## src/rtl/imem_pkg.sv

```systemverilog
// -----------------------------------------------------------------------------
// imem_pkg
// Definitions shared by the instruction memory fetch block:
//   IMEM_NOP           - instruction returned on a faulted fetch (all zeros)
//   IMEM_DEFAULT_BASE  - default PC that maps to word 0 (index = pc/4 - 1)
//   imem_state_t       - response FSM states (EMPTY, FULL, LOAD)
//   imem_word_index()  - word index of a byte PC relative to the base address
// -----------------------------------------------------------------------------
package imem_pkg;

    localparam logic [31:0] IMEM_NOP          = 32'h0000_0000;
    localparam logic [31:0] IMEM_DEFAULT_BASE = 32'h0000_0004;

    typedef enum logic [1:0] {
        EMPTY = 2'd0,
        FULL  = 2'd1,
        LOAD  = 2'd2
    } imem_state_t;

    // Operands are zero-extended by the caller to 64 bits so one function
    // serves any PC width up to 64. A PC below the base wraps to a huge
    // index, but that case is flagged as a fault separately.
    function automatic logic [63:0] imem_word_index(input logic [63:0] pc,
                                                    input logic [63:0] base);
        return (pc - base) >> 2;
    endfunction

endpackage

```

## src/rtl/imem_array.sv

```systemverilog
// -----------------------------------------------------------------------------
// imem_array
// DEPTH x DATA_W instruction RAM: synchronous write, registered read.
// Contents start all-zero at elaboration and are filled through the write
// port; INIT_FILE is accepted for interface compatibility.
// Ports:
//   clk      in   clock
//   wr_en    in   write strobe
//   wr_addr  in   write word index
//   wr_data  in   write data
//   rd_en    in   read enable; rd_data updates only when high
//   rd_addr  in   read word index
//   rd_data  out  registered read data
// -----------------------------------------------------------------------------
module imem_array #(
    parameter int DATA_W    = 32,
    parameter int DEPTH     = 32,
    parameter     INIT_FILE = "",
    localparam int AW       = $clog2(DEPTH)
) (
    input  logic              clk,
    input  logic              wr_en,
    input  logic [AW-1:0]     wr_addr,
    input  logic [DATA_W-1:0] wr_data,
    input  logic              rd_en,
    input  logic [AW-1:0]     rd_addr,
    output logic [DATA_W-1:0] rd_data
);

    logic [DATA_W-1:0] r_mem [DEPTH];
    logic [DATA_W-1:0] r_rd_data;

    // Elaboration-time image; contents are never touched by reset.
    initial begin
        for (int i = 0; i < DEPTH; i++) begin
            r_mem[i] = '0;
        end
    end

    // Index checks only matter for non-power-of-two DEPTH, where the
    // address width can express words that do not exist.
    always_ff @(posedge clk) begin
        if (wr_en && (int'(wr_addr) < DEPTH)) begin
            r_mem[wr_addr] <= wr_data;
        end
        if (rd_en && (int'(rd_addr) < DEPTH)) begin
            r_rd_data <= r_mem[rd_addr];
        end
    end

    assign rd_data = r_rd_data;

endmodule

```

## src/rtl/imem_fetch.sv

```systemverilog
// -----------------------------------------------------------------------------
// imem_fetch
// Instruction memory with a valid/ready fetch handshake, programmable base
// address, out-of-range fault reporting and a boot-loader write port.
// Optional build macro: IMEM_ALIGN_CHK_EN - when defined, a PC with nonzero
// low two bits faults; otherwise the low bits are ignored.
// Ports:
//   clk, rst_n             clock, asynchronous active-low reset
//   req_valid/req_ready    fetch request handshake, req_pc = byte PC
//   rsp_valid/rsp_ready    response handshake
//   rsp_instr/rsp_pc       fetched instruction (NOP on fault) and its PC
//   rsp_fault              out-of-range (or misaligned) request
//   flush                  discard held response and this cycle's request
//   ld_en/ld_addr/ld_data  loader write port (one word per cycle)
// -----------------------------------------------------------------------------
module imem_fetch
    import imem_pkg::*;
#(
    parameter int                DATA_W    = 32,
    parameter int                ADDR_W    = 32,
    parameter int                DEPTH     = 32,
    parameter logic [ADDR_W-1:0] BASE_ADDR = ADDR_W'(IMEM_DEFAULT_BASE),
    parameter                    INIT_FILE = "",
    localparam int               AW        = $clog2(DEPTH)
) (
    input  logic              clk,
    input  logic              rst_n,
    input  logic              req_valid,
    output logic              req_ready,
    input  logic [ADDR_W-1:0] req_pc,
    output logic              rsp_valid,
    input  logic              rsp_ready,
    output logic [DATA_W-1:0] rsp_instr,
    output logic [ADDR_W-1:0] rsp_pc,
    output logic              rsp_fault,
    input  logic              flush,
    input  logic              ld_en,
    input  logic [AW-1:0]     ld_addr,
    input  logic [DATA_W-1:0] ld_data
);

    imem_state_t       r_state;
    imem_state_t       w_state_next;
    logic              r_held;
    logic              w_held_next;
    logic              w_capture;
    logic [ADDR_W-1:0] r_pc;
    logic              r_fault;

    logic [63:0]       w_pc_ext;
    logic [63:0]       w_base_ext;
    logic [63:0]       w_idx_full;
    logic              w_below;
    logic              w_out_of_range;
    logic              w_misalign;
    logic              w_fault;
    logic              w_accept;
    logic              w_rd_en;
    logic [DATA_W-1:0] w_rd_data;

    // ---------------- range check ----------------
    always_comb begin
        w_pc_ext                = '0;
        w_pc_ext[ADDR_W-1:0]    = req_pc;
        w_base_ext              = '0;
        w_base_ext[ADDR_W-1:0]  = BASE_ADDR;
    end

    assign w_idx_full     = imem_word_index(w_pc_ext, w_base_ext);
    assign w_below        = (req_pc < BASE_ADDR);
    assign w_out_of_range = (w_idx_full >= 64'(DEPTH));

`ifdef IMEM_ALIGN_CHK_EN
    assign w_misalign = (req_pc[1:0] != 2'b00);
`else
    assign w_misalign = 1'b0;
`endif

    assign w_fault = w_below | w_out_of_range | w_misalign;

    // ---------------- handshake ----------------
    // A held response is frozen while loading, so only LOAD needs r_held.
    assign rsp_valid = (r_state == FULL) || ((r_state == LOAD) && r_held);
    assign req_ready = !ld_en && (!rsp_valid || rsp_ready);
    assign w_accept  = req_valid && req_ready;
    // Faulted requests never touch the array.
    assign w_rd_en   = w_accept && !w_fault;

    // ---------------- FSM ----------------
    always_comb begin
        w_held_next  = rsp_valid;
        w_capture    = 1'b0;
        w_state_next = r_state;
        if (flush) begin
            w_held_next = 1'b0;
        end else if (ld_en) begin
            w_held_next = rsp_valid;
        end else if (w_accept) begin
            w_held_next = 1'b1;
            w_capture   = 1'b1;
        end else if (rsp_valid && rsp_ready) begin
            w_held_next = 1'b0;
        end

        if (ld_en) begin
            w_state_next = LOAD;
        end else if (w_held_next) begin
            w_state_next = FULL;
        end else begin
            w_state_next = EMPTY;
        end
    end

    always_ff @(posedge clk or negedge rst_n) begin
        if (!rst_n) begin
            r_state <= EMPTY;
            r_held  <= 1'b0;
            r_pc    <= '0;
            r_fault <= 1'b0;
        end else begin
            r_state <= w_state_next;
            r_held  <= w_held_next;
            if (w_capture) begin
                r_pc    <= req_pc;
                r_fault <= w_fault;
            end
        end
    end

    // ---------------- storage ----------------
    imem_array #(
        .DATA_W    (DATA_W),
        .DEPTH     (DEPTH),
        .INIT_FILE (INIT_FILE)
    ) u_array (
        .clk     (clk),
        .wr_en   (ld_en),
        .wr_addr (ld_addr),
        .wr_data (ld_data),
        .rd_en   (w_rd_en),
        .rd_addr (w_idx_full[AW-1:0]),
        .rd_data (w_rd_data)
    );

    // The read register has no reset, so the instruction is masked to NOP
    // whenever no valid, non-faulted response is held.
    assign rsp_instr = (rsp_valid && !r_fault) ? w_rd_data : DATA_W'(IMEM_NOP);
    assign rsp_pc    = r_pc;
    assign rsp_fault = r_fault;

endmodule

```

## config.mk

```make
export PLATFORM = sky130hd
export DESIGN_NAME = imem_fetch
export DESIGN_NICKNAME = d
export VERILOG_FILES = /design/src/rtl/imem_pkg.sv /design/src/rtl/imem_array.sv /design/src/rtl/imem_fetch.sv
export SDC_FILE = /design/constraint.sdc
export NUM_CORES = 1
export LEC_CHECK = 0
export ABC_AREA = 0
export CAP_MARGIN = 20
export CORE_MARGIN = 3
export CORE_UTILIZATION = 57
export CTS_CLUSTER_SIZE = 8
export DETAILED_ROUTE_END_ITERATION = 16
export PLACE_DENSITY = 0.87
export SYNTH_ARGS = -nofsm -noshare
export SYNTH_HDL_FRONTEND = slang
export SYNTH_SLANG_ARGS = --single-unit
```

## constraint.sdc

```tcl
create_clock -name clk -period 4 [get_ports clk]
set_input_delay 1.2 -clock clk [delete_from_list [all_inputs] [get_ports clk]]
set_output_delay 1.2 -clock clk [all_outputs]
set_load 0.03 [all_outputs]
```

==> results.sh, run 1 <==
export IMPL_tightestPinTransition_ns=1.11
export IMPL_dpl_instance_area_um2=45900
export IMPL_wl_per_cell_um=39.6
export IMPL_cap_violations=0
export IMPL_power_density_nw_per_um2=531
export IMPL_p_int_mw=20.7
export IMPL_switching_share_pct=22.1
export IMPL_crit_chain="mux2_2 > nor2_2 > buf_12 > and2_1 > clkdlybuf4s50_1"
export IMPL_die_height_um=277
export IMPL_synth_flop_cell="edfxtp_1"
export IMPL_die_area_um2=76800
export IMPL_ir_drop_uv=384
export IMPL_cpLargestDelayFamily="buffers and inverters"
export IMPL_clkPwrFrac_pct=44.1
export IMPL_synth_xor_area_share_pct=0.164
export IMPL_dr_pass1_iters=5
export IMPL_antenna_found_initial=6
export IMPL_rows=98
export IMPL_ys_async_sr_fraction_pct=3.30
export IMPL_synth_area_um2=41900
export IMPL_clk_pin_slew_ns=0.05
export IMPL_cts_path_max_buffers=3
export IMPL_power_frac_seq_pct=48.3
export IMPL_setup_tns_ns=0
export IMPL_clk_latency_ns=0.75
export IMPL_fin_crit_ns=3.93
export IMPL_placement_io_buffers=141
export IMPL_synth_nets=1794
export IMPL_syn_inst=1718
export IMPL_layout_drive_gt1_share_pct=34.6
export IMPL_crit_slowest_cell="clkdlybuf4s50_1"
export IMPL_nets=2132
export IMPL_core_area_um2=72200
export IMPL_cp_startpoint="r_state[0]"
export IMPL_setup_slack_ns=0.0668
export IMPL_cts_sinks=1092
export IMPL_finalCritPeriodShare_pct=98.3
export IMPL_ys_ff_latch=1092
export IMPL_synth_distinct_cells=46
export IMPL_clockRootBuffer="clkbuf_16"
export IMPL_gp_congestion=0.819
export IMPL_holdWs_ns=0.507
export IMPL_muxShareOfSynthArea_pct=18.9
export IMPL_vias_per_cell=7.21
export IMPL_worst_r2r_startpoint="u_array.r_mem[24][21]"
export IMPL_combPwrFrac_pct=7.5
export IMPL_gr_usage_all_layers_pct=31.8
export IMPL_grt_pass1_wl_um=171000
export IMPL_hpwlAfterDp_um=57200
export IMPL_hp_class="reg -> reg"
export IMPL_grt_start_max_net_pins=64
export IMPL_start_util_pct=58.0
export IMPL_pin_count=142
export IMPL_synth_compound_area_share_pct=0.296
export IMPL_drt_iter0_drc=3081
export IMPL_seq_area_frac_synth_pct=77.8
export IMPL_hp_start="rsp_pc[12]"
export IMPL_rsz0062_at_grt="false"
export IMPL_required_ns=2.80
export IMPL_synth_top_family_by_area="multiplexers"
export IMPL_synth_avg_cell_area_um2=24.4
export IMPL_vias=21929
export IMPL_p_total_mw=26.6
export IMPL_cts_buffers=154
export IMPL_critPathBufInv=2
export IMPL_crit_type="reg -> out"
export IMPL_critPathCaptureType="primary output"
export IMPL_drc_errors=0
export IMPL_leakagePower_nw=16.1
export IMPL_first_global_vias=22965
export IMPL_die_x_um=277
export IMPL_finalClockSkew_ns=0.0210
export IMPL_hold_viol=0
export IMPL_critPathMaxStageDelay_ns=0.71
export IMPL_slew_violations=0
export IMPL_finalSetupViolations=0
export IMPL_antenna_left=0
export IMPL_ys_warn_count=0
export IMPL_dpl_worst_slack_ns=-0.199
export IMPL_globalRouteOverflowTotal=0
export IMPL_worstPathArrival_ns=2.73
export IMPL_drt_wl_total_um=120000
export IMPL_cts_tree="done"
export IMPL_slew_headroom_pct=25.9
export IMPL_design_area_um2=50200
export IMPL_cp_max_fo=32
export IMPL_synth_simple_area_share_pct=1.71
export IMPL_ctsHtreeMaxLevel=4
export IMPL_synth_edf_count=1056
export IMPL_synth_fa_ha_area_share_pct=0.0298
export IMPL_cp_start_kind="flop"
export IMPL_status="completed"
export IMPL_netSwitchingPower_mw=5.90
export IMPL_area_delta_synth_final_pct=19.8
export IMPL_fmaxAchievable_mhz=254
-- cell families after synthesis --
group                    after synthesis
AO/OA/AOI/OAI                         16
adder cells (fa/ha/maj)                1
buffers and inverters                 88
AND/OR/NAND/NOR                      129
XOR/XNOR                               7
multiplexers                         385
flip-flops                          1092
-- worst paths after layout --
check / to / slack, ns / cells after the start
worst min-delay path: rsp_pc[12] / 0.51 / 1
max in group asynchronous: rsp_pc[21] / 2.79 / 2
worst max-delay path: rsp_instr[1] / 0.07 / 5
min in group asynchronous: rsp_pc[27] / 0.88 / 2
worst min register to register: rsp_pc[12] / 0.51 / 1
worst max register to register: u_array.rd_data[21] / 1.93 / 3
-- per-stage QoR --
step	util, %	cells
floorplan	-	1718
global placement	63.5	2843
detailed placement	63.5	2843
CTS	69.3	3032
global route	69.5	3042
finish	69.5	3042
-- state kept, by name (all words and copies together) (netlist names) --
register / flops
u_array.r_mem: 1024
r_held: 1
rsp_fault: 1
u_array.rd_data: 32
r_state: 2
rsp_pc: 32
-- routing by layer --
| layer | routed length, µm | track usage [%] | vias up |
|---|---|---|---|
| met5 | 34 | 0 | - |
| met4 | 6140 | 16.4 | 4 |
| met3 | 14300 | 8.70 | 431 |
| met2 | 60300 | 50.8 | 2050 |
| met1 | 39600 | 40.7 | 11410 |
| li1 | - | - | 8034 |
-- worst reg2reg max path: cells and delay by family, from the launching register on --
family        cells  cell delay (ns)
flip-flops        1             0.43
multiplexers      3             1.37
-- power groups by stage --
stage / Combinational, mW / Sequential (mW) / Clock, mW
global route: 2.10 / 12.9 / 12.3
detailed placement: 1.92 / 13.1 / 0
floorplan: 0.979 / 13.2 / 0
global placement: 1.84 / 13.1 / 0
CTS: 1.99 / 12.9 / 11.8
finish: 2.01 / 12.9 / 11.8
-- cell usage in the layout, fill, tap and decap left out, types with 4 or more instances in the layout --
cell type and n:
nor2_1 11, nor4_1 6, inv_16 5, mux2_2 65
edfxtp_1 1056, inv_6 5, buf_4 69, clkbuf_16 160
clkbuf_1 19, buf_12 47, xnor2_1 4, nand3_1 4
and2_1 33, nor3_1 6, nand2_1 4, clkdlybuf4s50_1 127
mux4_2 320, nor2_4 32, nand4_1 9, dfrtp_1 36
dlygate4sd2_1 11, nand3b_1 6, inv_1 6
-- cell usage after synthesis (all sizes together) (8+ instances only) --
cell / instances / area (µm²)
and2: 33 / 206
buf: 45 / 284
clkbuf: 37 / 139
dfrtp: 36 / 901
edfxtp: 1056 / 31700
mux2: 65 / 732
mux4: 320 / 7210
nand4: 9 / 56.3
nor2: 44 / 165
nor3: 8 / 51.3
-- layout make-up --
class,count,area (µm²)
repair buffers,264,3040
inverters,6,22.5
flip-flops and latches,1092,32600
fillers,3896,22000
well taps,950,1190
clock buffers,176,4000
diodes,3,7.51
multi-input cells,538,9160
clock inverters,13,180
-- repair_timing --
item / in CTS / in global routing
buffers inserted: 0 / 0
pin swaps: 0 / 0
hold endpoints to repair: 0 / 0
resized for setup: 11 / 2
setup endpoints to repair: 11 / 2
gates cloned: 0 / 0
hold buffers: 0 / 0
Note: power is estimated with default switching activity, not from simulation.
==> run 2, diff against run 1 <==
- SETUP_SLACK_MARGIN: not set -> 0.05
==> run 2 against run 1 <==
Core utilization increased by 0.15 points. Wire length increased by 3.6%. Power increased by 0.50%. Largest power group unchanged. Worst setup slack improved by 0.10 ns. Hold slack got worse by 0.0029 ns. Final cell count decreased by 0.16%. Highest routed layer unchanged. Global-route usage increased by 0.42 points. Cell area increased by 0.21%. Combinational power increased by 2%. Non-clock buffer count increased by 1. Sequential power about the same.
==> results.sh, run 2 (synthesis results as in run 1) <==
export IMPL_status="completed"
export IMPL_area_delta_synth_final_pct=20.0
export IMPL_hold_depth=1
export IMPL_dpl_instance_area_um2=45800
export IMPL_antenna_left=0
export IMPL_regMostFlops="u_array.r_mem"
export IMPL_hpwlAfterDp_um=58400
export IMPL_setup_slack_ns=0.171
export IMPL_cts_tree="done"
export IMPL_globalRouteOverflowTotal=0
export IMPL_die_area_um2=76800
export IMPL_rsz0062_at_grt="false"
export IMPL_switching_share_pct=22.6
export IMPL_mostFrequentLayoutCell="edfxtp_1"
export IMPL_cp_max_fo=32
export IMPL_placedCellCount=2841
export IMPL_instances_no_fill=3037
export IMPL_reg2reg_depth=3
export IMPL_slew_violations=0
export IMPL_leakagePower_nw=16.4
export IMPL_slew_headroom_pct=21.8
export IMPL_holdWs_ns=0.504
export IMPL_setup_tns_ns=0
export IMPL_rows=98
export IMPL_start_util_pct=58.0
export IMPL_worstPathArrival_ns=2.63
export IMPL_tightestPinTransition_ns=1.17
export IMPL_design_area_um2=50300
export IMPL_clk_latency_ns=0.75
export IMPL_p_int_mw=20.7
export IMPL_critPathMaxStageDelay_ns=0.67
export IMPL_ctsHtreeMaxLevel=4
export IMPL_hold_viol=0
export IMPL_clkPwrFrac_pct=44.2
export IMPL_clk_pin_slew_ns=0.05
export IMPL_p_total_mw=26.8
export IMPL_drt_iter0_drc=3732
export IMPL_hp_class="reg -> reg"
export IMPL_crit_type="reg -> out"
export IMPL_nets=2133
export IMPL_finalSetupViolations=0
export IMPL_grt_start_max_net_pins=48
export IMPL_vias=22217
export IMPL_clockRootBuffer="clkbuf_16"
export IMPL_drt_wl_total_um=125000
export IMPL_largest_reg_flops=1024
export IMPL_critPathCaptureType="primary output"
export IMPL_pin_count=142
export IMPL_fmaxAchievable_mhz=261
export IMPL_dpl_worst_slack_ns=-0.0382
export IMPL_cts_sinks=1092
export IMPL_cts_buffers=154
export IMPL_cts_path_max_buffers=3
export IMPL_post_route_util_pct=69.7
export IMPL_finalCritPeriodShare_pct=95.7
export IMPL_fin_crit_ns=3.83
export IMPL_first_global_vias=22817
export IMPL_dr_pass1_iters=7
export IMPL_fillers=3870
export IMPL_grt_pass1_wl_um=172000
export IMPL_final_cell_mix="edfxtp_1 (1056), mux4_2 (320), clkbuf_16 (161), clkdlybuf4s50_1 (111), buf_4 (67)"
export IMPL_antenna_found_initial=7
export IMPL_wl_per_cell_um=41.1
export IMPL_power_density_nw_per_um2=532
export IMPL_crit_chain="mux2_2 > nor2_2 > buf_12 > and2_1 > clkdlybuf4s50_1"
export IMPL_gr_usage_all_layers_pct=32.2
export IMPL_crit_slowest_cell="clkdlybuf4s50_1"
export IMPL_die_height_um=277
export IMPL_ir_drop_uv=392
export IMPL_cp_start_kind="flop"
export IMPL_cap_violations=0
export IMPL_combPwrFrac_pct=7.7
export IMPL_finalClockSkew_ns=0.0328
export IMPL_netSwitchingPower_mw=6.04
export IMPL_gp_congestion=0.830
export IMPL_vias_per_cell=7.32
export IMPL_placement_io_buffers=141
export IMPL_drc_errors=0
export IMPL_layout_drive_gt1_share_pct=34.7
export IMPL_power_frac_seq_pct=48.1
export IMPL_required_ns=2.80
export IMPL_die_x_um=277
export IMPL_core_area_um2=72200
run 2: changes by cell type in the layout (fill, tap and decap cells not counted), moves of 2 or more:
| cell | change |
|---|---|
| clkdlybuf4s50_1 | -16 |
| buf_4 | -2 |
| dlymetal6s2s_1 | +19 |
| buf_16 | +2 |
| dlygate4sd2_1 | -3 |
| inv_6 | -2 |
| clkbuf_1 | -5 |
run 2: worst max-delay path, delay by kind of cell, from the launching register on:
| kind | cells | cell delay, ns |
|---|---|---|
| mux | 1 | 0.36 |
| flops | 1 | 0.33 |
| buf+inv | 2 | 0.89 |
| simple gates | 2 | 0.32 |
run 2: path summary, 6_finish.rpt:
| path | startpoint | endpoint | slack [ns] |
|---|---|---|---|
| max | r_state[0] | rsp_instr[30] | 0.17 |
| min | rsp_pc[27] | rsp_pc[27] | 0.50 |
| max reg2reg | u_array.r_mem[0][28] | u_array.rd_data[28] | 1.92 |
| min reg2reg | rsp_pc[27] | rsp_pc[27] | 0.50 |
| max in group asynchronous | rst_n | rsp_pc[21] | 2.76 |
| min in group asynchronous | rst_n | rsp_pc[30] | 0.90 |
run 2: layout make-up:
class	count	area (µm²)	share of cell area, %
Antenna cell	3	7.51	0.0149
Clock buffer	171	3980	7.91
Clock inverter	12	190	0.378
Inverter	6	22.5	0.0448
Multi-Input combinational cell	538	9160	18.2
Sequential cell	1092	32600	64.8
Tap cell	950	1190	2.36
Timing Repair Buffer	265	3160	6.27
run 2: layer usage:
metal / up-vias / share of wire (%) / global-route usage [%]
met5: - / 0.019 / 0
met4: 4 / 5.1 / 15.5
met3: 398 / 13 / 8.22
met2: 2323 / 50 / 51.5
met1: 11463 / 32 / 42.1
li1: 8029 / - / -
run 2: repair_timing:
| item | 4_1_cts | 5_1_grt |
|---|---|---|
| buffers inserted | 0 | 0 |
| gates cloned | 0 | 0 |
| resized for setup | 8 | 21 |
| hold buffers | 0 | 0 |
| endpoints found under the setup margin | 8 | 21 |
run 2: power by group through the flow:
stage / Clock [mW] / Sequential (mW) / Combinational (mW)
finish: 11.8 / 12.9 / 2.06
global route: 12.3 / 12.9 / 2.13
CTS: 11.8 / 12.9 / 2.01
detailed placement: 0 / 13.1 / 1.93
global placement: 0 / 13.1 / 1.84
floorplan: 0 / 13.2 / 0.982
